File: config.mk
export PLATFORM = sky130hd
export DESIGN_NAME = d2l_link
export DESIGN_NICKNAME = d
export VERILOG_FILES = /design/src/rtl/d2l_pkg.sv /design/src/rtl/d2l_lane_rx.sv /design/src/rtl/d2l_link.sv
export SDC_FILE = /design/constraint.sdc
export NUM_CORES = 1
export LEC_CHECK = 0
export CORE_MARGIN = 2
export CORE_UTILIZATION = 35
export CTS_CLUSTER_DIAMETER = 30
export CTS_CLUSTER_SIZE = 10
export DETAILED_ROUTE_END_ITERATION = 7
export GPL_ROUTABILITY_DRIVEN = 0
export PLACE_DENSITY = 0.6
export SYNTH_ARGS = -nofsm -noshare
export SYNTH_HDL_FRONTEND = slang
export SYNTH_SLANG_ARGS = --single-unit
File: constraint.sdc
create_clock -name clk -period 2.4 [get_ports clk]
set_clock_uncertainty 0.15 [all_clocks]
set_input_delay 0.36 -clock clk [delete_from_list [all_inputs] [get_ports clk]]
set_output_delay 0.36 -clock clk [all_outputs]
set_load 0.02 [all_outputs]
File: src/rtl/d2l_pkg.sv
// Shared states, constants and frame arithmetic for the d2l serial link.
// Parity framing is enabled by defining D2L_PARITY_EN.
package d2l_pkg;
  localparam int   LEN_W      = 8;
  localparam logic LANE_START = 1'b0;
  localparam logic LANE_STOP  = 1'b1;

`ifdef D2L_PARITY_EN
  localparam bit PAR_EN = 1'b1;
`else
  localparam bit PAR_EN = 1'b0;
`endif

  typedef enum logic [2:0] {TX_IDLE, TX_START, TX_LEN, TX_DATA, TX_PAR, TX_STOP} tx_state_t;
  typedef enum logic [2:0] {RX_IDLE, RX_LEN, RX_DATA, RX_PAR, RX_STOP} rx_state_t;

  function automatic int frame_cycles(input int len, input int lanes, input bit par);
    return 2 + LEN_W / lanes + (len * 8) / lanes + (par ? 1 : 0);
  endfunction

  function automatic logic [15:0] data_cycles(input logic [LEN_W-1:0] len, input int lanes);
    return 16'(({8'd0, len} << 3) / lanes);
  endfunction
endpackage

File: src/rtl/d2l_lane_rx.sv
// Frame deserializer: out_valid one edge after the STOP sample; no backpressure, results held until next frame.
module d2l_lane_rx
  import d2l_pkg::*;
#(
  parameter int DATA_W = 64,
  parameter int LANES  = 1
) (
  input  logic              clk,
  input  logic              rst,
  input  logic [LANES-1:0]  rx_lane,
  output logic              out_valid,
  output logic [LEN_W-1:0]  out_len,
  output logic [DATA_W-1:0] out_data,
  output logic              out_err
);
  localparam logic [LEN_W-1:0] MAX_BYTES = LEN_W'(DATA_W / 8);
  localparam logic [15:0]      LEN_LAST  = 16'(LEN_W / LANES - 1);
  localparam int               LANE_SH   = $clog2(LANES);

  rx_state_t         r_state, w_next, w_tail;
  logic [15:0]       r_cnt, r_dcyc;
  logic [LEN_W-1:0]  r_len_sh, w_len;
  logic [DATA_W-1:0] r_buf;
  logic              r_par, r_err;

  // Length arrives LSB first, so each new slice enters at the top
  assign w_len = (r_len_sh >> LANES) | (LEN_W'(rx_lane) << (LEN_W - LANES));

  always_ff @(posedge clk) begin
    if (rst) begin
      r_state   <= RX_IDLE;
      r_cnt     <= '0;
      r_dcyc    <= '0;
      r_len_sh  <= '0;
      r_buf     <= '0;
      r_par     <= 1'b0;
      r_err     <= 1'b0;
      out_valid <= 1'b0;
      out_len   <= '0;
      out_data  <= '0;
      out_err   <= 1'b0;
    end else begin
      r_state   <= w_next;
      out_valid <= 1'b0;
      case (r_state)
        RX_IDLE: begin
          r_cnt    <= '0;
          r_len_sh <= '0;
          r_buf    <= '0;
          r_par    <= 1'b0;
          r_err    <= 1'b0;
        end
        RX_LEN: begin
          r_len_sh <= w_len;
          r_par    <= r_par ^ (^rx_lane);
          r_cnt    <= r_cnt + 16'd1;
          if (r_cnt == LEN_LAST) begin
            r_cnt  <= '0;
            r_dcyc <= data_cycles(w_len, LANES);
            r_err  <= (w_len > MAX_BYTES);
          end
        end
        RX_DATA: begin
          // Slices past DATA_W shift out to zero, so oversize frames keep only the first bytes
          r_buf <= r_buf | (DATA_W'(rx_lane) << (r_cnt << LANE_SH));
          r_par <= r_par ^ (^rx_lane);
          r_cnt <= r_cnt + 16'd1;
        end
        RX_PAR: begin
          if (rx_lane[0] != r_par) r_err <= 1'b1;
        end
        RX_STOP: begin
          out_valid <= 1'b1;
          out_len   <= r_len_sh;
          out_data  <= r_buf;
          out_err   <= r_err | (rx_lane != {LANES{LANE_STOP}});
        end
        default: ;
      endcase
    end
  end

  always_comb begin
    w_tail = RX_STOP;
    if (PAR_EN) w_tail = RX_PAR;
    w_next = r_state;
    case (r_state)
      RX_IDLE: if (rx_lane[0] == LANE_START) w_next = RX_LEN;
      RX_LEN: begin
        if (r_cnt == LEN_LAST) begin
          if (w_len != '0) w_next = RX_DATA;
          else             w_next = w_tail;
        end
      end
      RX_DATA: if (r_cnt == r_dcyc - 16'd1) w_next = w_tail;
      RX_PAR:  w_next = RX_STOP;
      RX_STOP: w_next = RX_IDLE;
      default: w_next = RX_IDLE;
    endcase
  end
endmodule

File: src/rtl/d2l_link.sv
// Framed multi-lane serial link (TX serializer + d2l_lane_rx); D2L_PARITY_EN adds a parity cycle.
// Loopback latency is F edges from acceptance to out_valid; in_ready is low while a frame is in flight.
module d2l_link
  import d2l_pkg::*;
#(
  parameter int DATA_W = 64,
  parameter int LANES  = 1
) (
  input  logic              clk,
  input  logic              rst,
  input  logic              in_valid,
  output logic              in_ready,
  input  logic [LEN_W-1:0]  in_len,
  input  logic [DATA_W-1:0] in_data,
  output logic [LANES-1:0]  tx_lane,
  input  logic [LANES-1:0]  rx_lane,
  output logic              out_valid,
  output logic [LEN_W-1:0]  out_len,
  output logic [DATA_W-1:0] out_data,
  output logic              out_err
);
  localparam logic [LEN_W-1:0] MAX_BYTES = LEN_W'(DATA_W / 8);
  localparam logic [15:0]      LEN_LAST  = 16'(LEN_W / LANES - 1);

  tx_state_t         r_state, w_next, w_tail;
  logic [15:0]       r_cnt, r_dcyc;
  logic [LEN_W-1:0]  r_len_sh, w_len_clamp;
  logic [DATA_W-1:0] r_data_sh;
  logic              r_par;

  assign w_len_clamp = (in_len > MAX_BYTES) ? MAX_BYTES : in_len;

  always_ff @(posedge clk) begin
    if (rst) begin
      r_state   <= TX_IDLE;
      r_cnt     <= '0;
      r_dcyc    <= '0;
      r_len_sh  <= '0;
      r_data_sh <= '0;
      r_par     <= 1'b0;
    end else begin
      r_state <= w_next;
      case (r_state)
        TX_IDLE: begin
          if (in_valid) begin
            r_len_sh  <= w_len_clamp;
            r_data_sh <= in_data;
            r_dcyc    <= data_cycles(w_len_clamp, LANES);
            r_par     <= 1'b0;
          end
        end
        TX_START: r_cnt <= '0;
        TX_LEN: begin
          r_len_sh <= r_len_sh >> LANES;
          r_par    <= r_par ^ (^r_len_sh[LANES-1:0]);
          r_cnt    <= (r_cnt == LEN_LAST) ? 16'd0 : r_cnt + 16'd1;
        end
        TX_DATA: begin
          r_data_sh <= r_data_sh >> LANES;
          r_par     <= r_par ^ (^r_data_sh[LANES-1:0]);
          r_cnt     <= r_cnt + 16'd1;
        end
        default: ;
      endcase
    end
  end

  always_comb begin
    w_tail = TX_STOP;
    if (PAR_EN) w_tail = TX_PAR;
    w_next   = r_state;
    tx_lane  = {LANES{LANE_STOP}};
    in_ready = 1'b0;
    case (r_state)
      TX_IDLE: begin
        in_ready = !rst;
        if (in_valid && !rst) w_next = TX_START;
      end
      TX_START: begin
        tx_lane = {LANES{LANE_START}};
        w_next  = TX_LEN;
      end
      TX_LEN: begin
        tx_lane = r_len_sh[LANES-1:0];
        if (r_cnt == LEN_LAST) begin
          if (r_dcyc != 16'd0) w_next = TX_DATA;
          else                 w_next = w_tail;
        end
      end
      TX_DATA: begin
        tx_lane = r_data_sh[LANES-1:0];
        if (r_cnt == r_dcyc - 16'd1) w_next = w_tail;
      end
      TX_PAR: begin
        tx_lane[0] = r_par;
        w_next     = TX_STOP;
      end
      TX_STOP: w_next = TX_IDLE;
      default: w_next = TX_IDLE;
    endcase
    // Lanes go idle as soon as reset is seen, even before the state register clears
    if (rst) tx_lane = {LANES{LANE_STOP}};
  end

  d2l_lane_rx #(
    .DATA_W(DATA_W),
    .LANES (LANES)
  ) u_rx (
    .clk      (clk),
    .rst      (rst),
    .rx_lane  (rx_lane),
    .out_valid(out_valid),
    .out_len  (out_len),
    .out_data (out_data),
    .out_err  (out_err)
  );
endmodule

# After elaboration in Yosys (flattened, before gate mapping)
# Index checks and enable logic that the tools add are counted.
[word_totals]
register_bits = 275
inputBits = 76
elab_cells = 107
[classes]
n_addsub = 4
magnitude_cmp = 2
eq_ne = 21
shifts = 1
muxes = 31
bitwise = 7
reduce_logical = 24
[ops]
columns = ["operator", "n"]
rows = [
  ["$pmux W64 S2", 2],
  ["$pmux W16 S3", 2],
  ["$mux W64", 1],
  ["$or A64 B64 Y64", 1],
  ["$shl A1 B16 Y64", 1],
  ["$add A16 B1 Y16 const B", 2],
  ["$eq A16 B16 Y1", 2],
  ["$eq A16 B3 Y1 const B", 2],
  ["$mux W16", 2],
  ["$pmux W8 S2", 2],
  ["$mux W3", 8],
  ["$sub A11 B1 Y12 const B", 2],
  ["$gt A8 B4 Y1 const B", 2],
  ["$mux W8", 2],
  ["$reduce_bool A16 Y1", 1],
  ["$pmux W3 S5", 1],
  ["$eq A3 B2 Y1 const B", 4],
  ["$pmux W3 S4", 1],
  ["$reduce_bool A3 Y1", 4],
  ["$ne A2 B2 Y1 const B", 5],
  ["$reduce_and A2 Y1", 5],
  ["$reduce_bool A2 Y1", 5],
  ["$reduce_and A3 Y1", 3],
  ["$or A7 B8 Y8", 1],
  ["other kinds (16)", 29],
]

# Logic depth before layout (Yosys ltp)
[depth]
word_depth = 5
depth_mapped = 8
depth_no_buf = 7

# By module
# From an unflattened synthesis, not the netlist that was laid out.
[hier_totals]
cells_unflattened = 1390
area_unflattened_um2 = 11175.7
[modules_own_cells]
columns = ["module", "n_inst", "cells_per_inst", "area_per_inst_um2", "seq_area_each_um2"]
rows = [
  ["d2l_lane_rx", 1, 788, 6528.8, 3503.4],
  ["d2l_link", 1, 602, 4647.0, 2001.9],
]

# Least setup slack after synthesis
# Ideal clock, no wire load.
[synth_timing]
path_kind = "reg2reg"
start = "register u_rx.r_dcyc[3]"
end = "register u_rx.r_state[1]"
setup_time_ns = 0.127
arrival_time_ns = 1.934
t_required_ns = 2.123
slack_ns = 0.189
path_stages_with_launch = 9
n_path_buf = 1
period_less_slack_ns = 2.211
path_cell_list = "dfxtp_1 -> clkbuf_1 -> inv_1 -> ha_1 -> or4b_1 -> nor4_1 -> or4_1 -> nor3_1 -> or3_1"
[synth_between]
elab_chain_cells = 4
[synth_lines]
columns = ["item", "line", "rtl"]
rows = [
  ["start: declaration", "d2l_lane_rx.sv:21", "logic [15:0] r_cnt, r_dcyc;"],
  ["start signal: assignment", "d2l_lane_rx.sv:59", "r_dcyc <= data_cycles(w_len, LANES);"],
  ["$sub A11 B1 Y12", "d2l_lane_rx.sv:95", "RX_DATA: if (r_cnt == r_dcyc - 16'd1) w_next = w_tail;"],
  ["$eq A16 B16 Y1", "d2l_lane_rx.sv:95", ""],
  ["$ne A2 B1 Y1 (no source line)", "--", ""],
  ["$reduce_and A3 Y1 (no source line)", "--", ""],
  ["end signal: assignment", "d2l_lane_rx.sv:43", "r_state <= w_next;"],
  ["end: declaration", "d2l_lane_rx.sv:20", "rx_state_t r_state, w_next, w_tail;"],
]
# Every way passes these cells.
# A chain may end at the register's enable or synchronous reset.

# Worst setup path in the final report
[layout_timing]
start = "input rst"
end = "output in_ready"
[layout_between]
elab_chain_cells = 2
[layout_lines]
columns = ["item", "line", "rtl"]
rows = [
  ["start: declaration", "d2l_link.sv:10", "input logic rst,"],
  ["$logic_not A1 Y1", "d2l_link.sv:76", "in_ready = !rst;"],
  ["$mux W1", "d2l_link.sv:74", "case (r_state)"],
  ["end: declaration", "d2l_link.sv:12", "output logic in_ready,"],
]
# Every way passes these cells.

==> impl_metrics.py <==
metrics = {
    "min_path": {
        "min_from": "in_data[13]",
        "worstHoldPathCells": 3,
        "min_path_type": "primary input to register",
        "min_to": "r_data_sh[13]",
    },
    "logic_synthesis": {
        "synth_cells": 1391,
        "syn-num-nets": 1472,
        "seq_area_frac_synth_pct": 48.82,
        "synth_edf_count": 0,
        "synth.distinct_cells": 60,
        "syn_area_mm2": 0.01128,
        "synth.area.top_cells": "dfxtp_1 49%, nand2_1 10%, a21oi_1 7.1%",
        "async_reset_ff_share_pct": 0,
        "synth_top_area_cell": "dfxtp_1",
        "avgSynthCellArea_um2": 8.107,
        "synth_seq_cells": 275,
        "synth_ff_type": "dfxtp_1",
        "netlist.area_leader.share_pct": 48.82,
        "ys_warn_count": 0,
    },
    "detailed_routing": {
        "drt.antenna.violating_nets": 0,
        "totalWireLength_mm": 29.25,
        "dr_total_vias": 10200,
        "vias_per_cell": 5.061,
        "first_pass_iters": 5,
        "post-route-drc-count": 0,
        "wl_per_cell_um": 14.51,
        "drt_iter0_markers": 694,
    },
    "clocking": {
        "cts.clk_slew.worst_paths_ns": 0.05,
        "clock_sinks": 275,
        "cts_setup_buffers": 0,
        "cts_tree": "built",
        "clock-root-buffer": "clkbuf_16",
        "clk_latency_ns": 0.57,
        "clockBufferDepth": 3,
        "cts_max_level": 2,
        "cts_buffers": 59,
    },
    "grt": {
        "grt_pass1_vias": 9737,
        "grt.total_usage_pct": 17.14,
        "grt_max_degree": 100,
        "grt_pass1_wl_mm": 48.40,
        "antenna_found_initial": 1,
        "grt_overflow": 0,
    },
    "floorplanning": {
        "core_mm2": 0.03164,
        "start_util_pct": 35.65,
        "die_w_um": 183.5,
        "die_area_mm2": 0.03367,
        "rows": 65,
        "die_y_um": 183.5,
        "ios": 152,
    },
    "timing": {
        "tightest_slew_ns": 0.6864,
        "whs_ns": 0.2241,
        "hold_viol": 0,
        "slew_violations": 0,
        "max_freq_ghz": 0.4378,
        "period_share_pct": 95.17,
        "rsz0062_at_grt": "no",
        "setup_viol": 0,
        "relSlewSlack_pct": 54.24,
        "setup-tns-final_ns": 0,
        "fin_crit_ns": 2.284,
    },
    "placed_design": {
        "io_buffers": 151,
        "dp_hpwl_mm": 19.09,
        "dpl_cell_area_mm2": 0.01346,
    },
    "setup_path": {
        "endpoint_kind": "output port",
        "path_max_fanout": 20,
        "crit_path_start": "rst",
        "r2r_end": "u_rx.r_state[1]",
        "critical_path_class": "primary input to output port",
        "cp-start-kind": "primary input",
        "reg2reg_depth": 7,
        "regToRegSetupSlack_ns": 0.19,
        "reg2reg_from": "u_rx.r_dcyc[4]",
        "cp.required_ns": 1.89,
        "arrival_ns": 1.77,
    },
    "cells_and_area": {
        "final_common_cell": "nand2_1",
        "final_util_pct": 49.21,
        "syn_to_final_growth_pct": 38.07,
        "fin_area_mm2": 0.01557,
        "antenna_cells": 0,
        "mostFrequentLayoutCells": "307 x nand2_1, 272 x dfxtp_1, 201 x nor2_1",
        "drive_gt1_share_pct": 12.08,
        "nets": 1645,
    },
    "power_and_ir_drop": {
        "finalPower_uw": 14170,
        "peakVddDrop_mv": 0.6237,
        "p_per_area_mw_per_mm2": 910.2,
        "leakage_uw": 0.005651,
    },
    "run": {
        "drv_cap": 0,
    },
    "outcome": {
        "status": "finished clean",
    },
}
[cell usage after synthesis, drive strengths merged (10+ instances only)]
master / instances
inv: 15
nor3: 27
nor2: 201
dfxtp: 275
clkbuf: 79
nor2b: 10
nand4: 13
nand3: 25
xor2: 21
a21oi: 160
a311oi: 65
mux2i: 11
nand2b: 11
xnor2: 22
nand2: 310
nor4: 21
a31oi: 17
buf: 20
[worst max-delay path, stage by stage]
cell	delay [ns]
dlygate4sd3_1	0.56
buf_6	0.18
nor4_1	0.25
dlygate4sd2_1	0.41
[per-layer routing]
metal  part of all wire [%]  track usage [%]  vias up
li1                       -                -     5151
met1                     48            23.39     4747
met2                     45            27.40      246
met3                    5.0            3.308       56
met4                    2.0            5.248        2
met5                  0.041                0        -
[logic make-up after synthesis]
logic type | count (synthesis) | synth area share (%)
fa+ha+maj | 6 | 0.6435
xor+xnor | 43 | 3.340
simple gates | 663 | 26.62
mux | 12 | 1.076
buf+inv | 114 | 3.950
flops | 275 | 48.82
compound gates | 278 | 15.56
[state kept, by name (all words and copies together) (netlist names), 3 cells and up]
signal	count
u_rx.r_len_sh	8
r_dcyc	8
u_rx.r_dcyc	8
u_rx.r_buf	64
u_rx.r_state	3
u_rx.r_cnt	16
r_data_sh	64
r_state	3
r_len_sh	8
u_rx.out_len	8
u_rx.out_data	64
r_cnt	16
[through the flow]
step / worst slack, ns / cells
2_1_floorplan: 0.1890 / 1391
3_3_place_gp: 0.2144 / 1904
3_5_place_dp: 0.1263 / 1904
4_1_cts: 0.01059 / 2016
5_1_grt: 0.01844 / 2016
6_report: 0.1159 / 2016
[layout make-up]
type	count	area, µm²
inverter	15	56.30
multi-input combinational	1002	5349
clock buffer	74	1593
timing repair buffer	211	2059
sequential	275	5509
tap	402	503.0
fill	3001	16070
clock inverter	37	500.5
[worst max path at each step]
stage,to,slack (ns),depth (start not counted)
finish,in_ready,0.12,4
global route,u_rx.r_state[1],0.02,7
CTS,tx_lane,0.01,5
detailed placement,u_rx.r_state[1],0.13,7
global placement,u_rx.r_state[1],0.21,6
floorplan,u_rx.r_state[1],0.19,8
[report_power, final]
group	internal [µW]	leakage (µW)	switching (µW)
clock network	5690	0.00101	2650
registers	4730	0.00223	105
logic	411	0.00241	580
total	10800	0.00565	3340
[timing repair]
action,4_1_cts,5_1_grt
hold buffers,1,0
endpoints found under the hold margin,6,0
pin swaps,0,0
setup endpoints to repair,2,2
gates resized for setup,6,3
No activity file was read; power rests on OpenSTA's default activity.
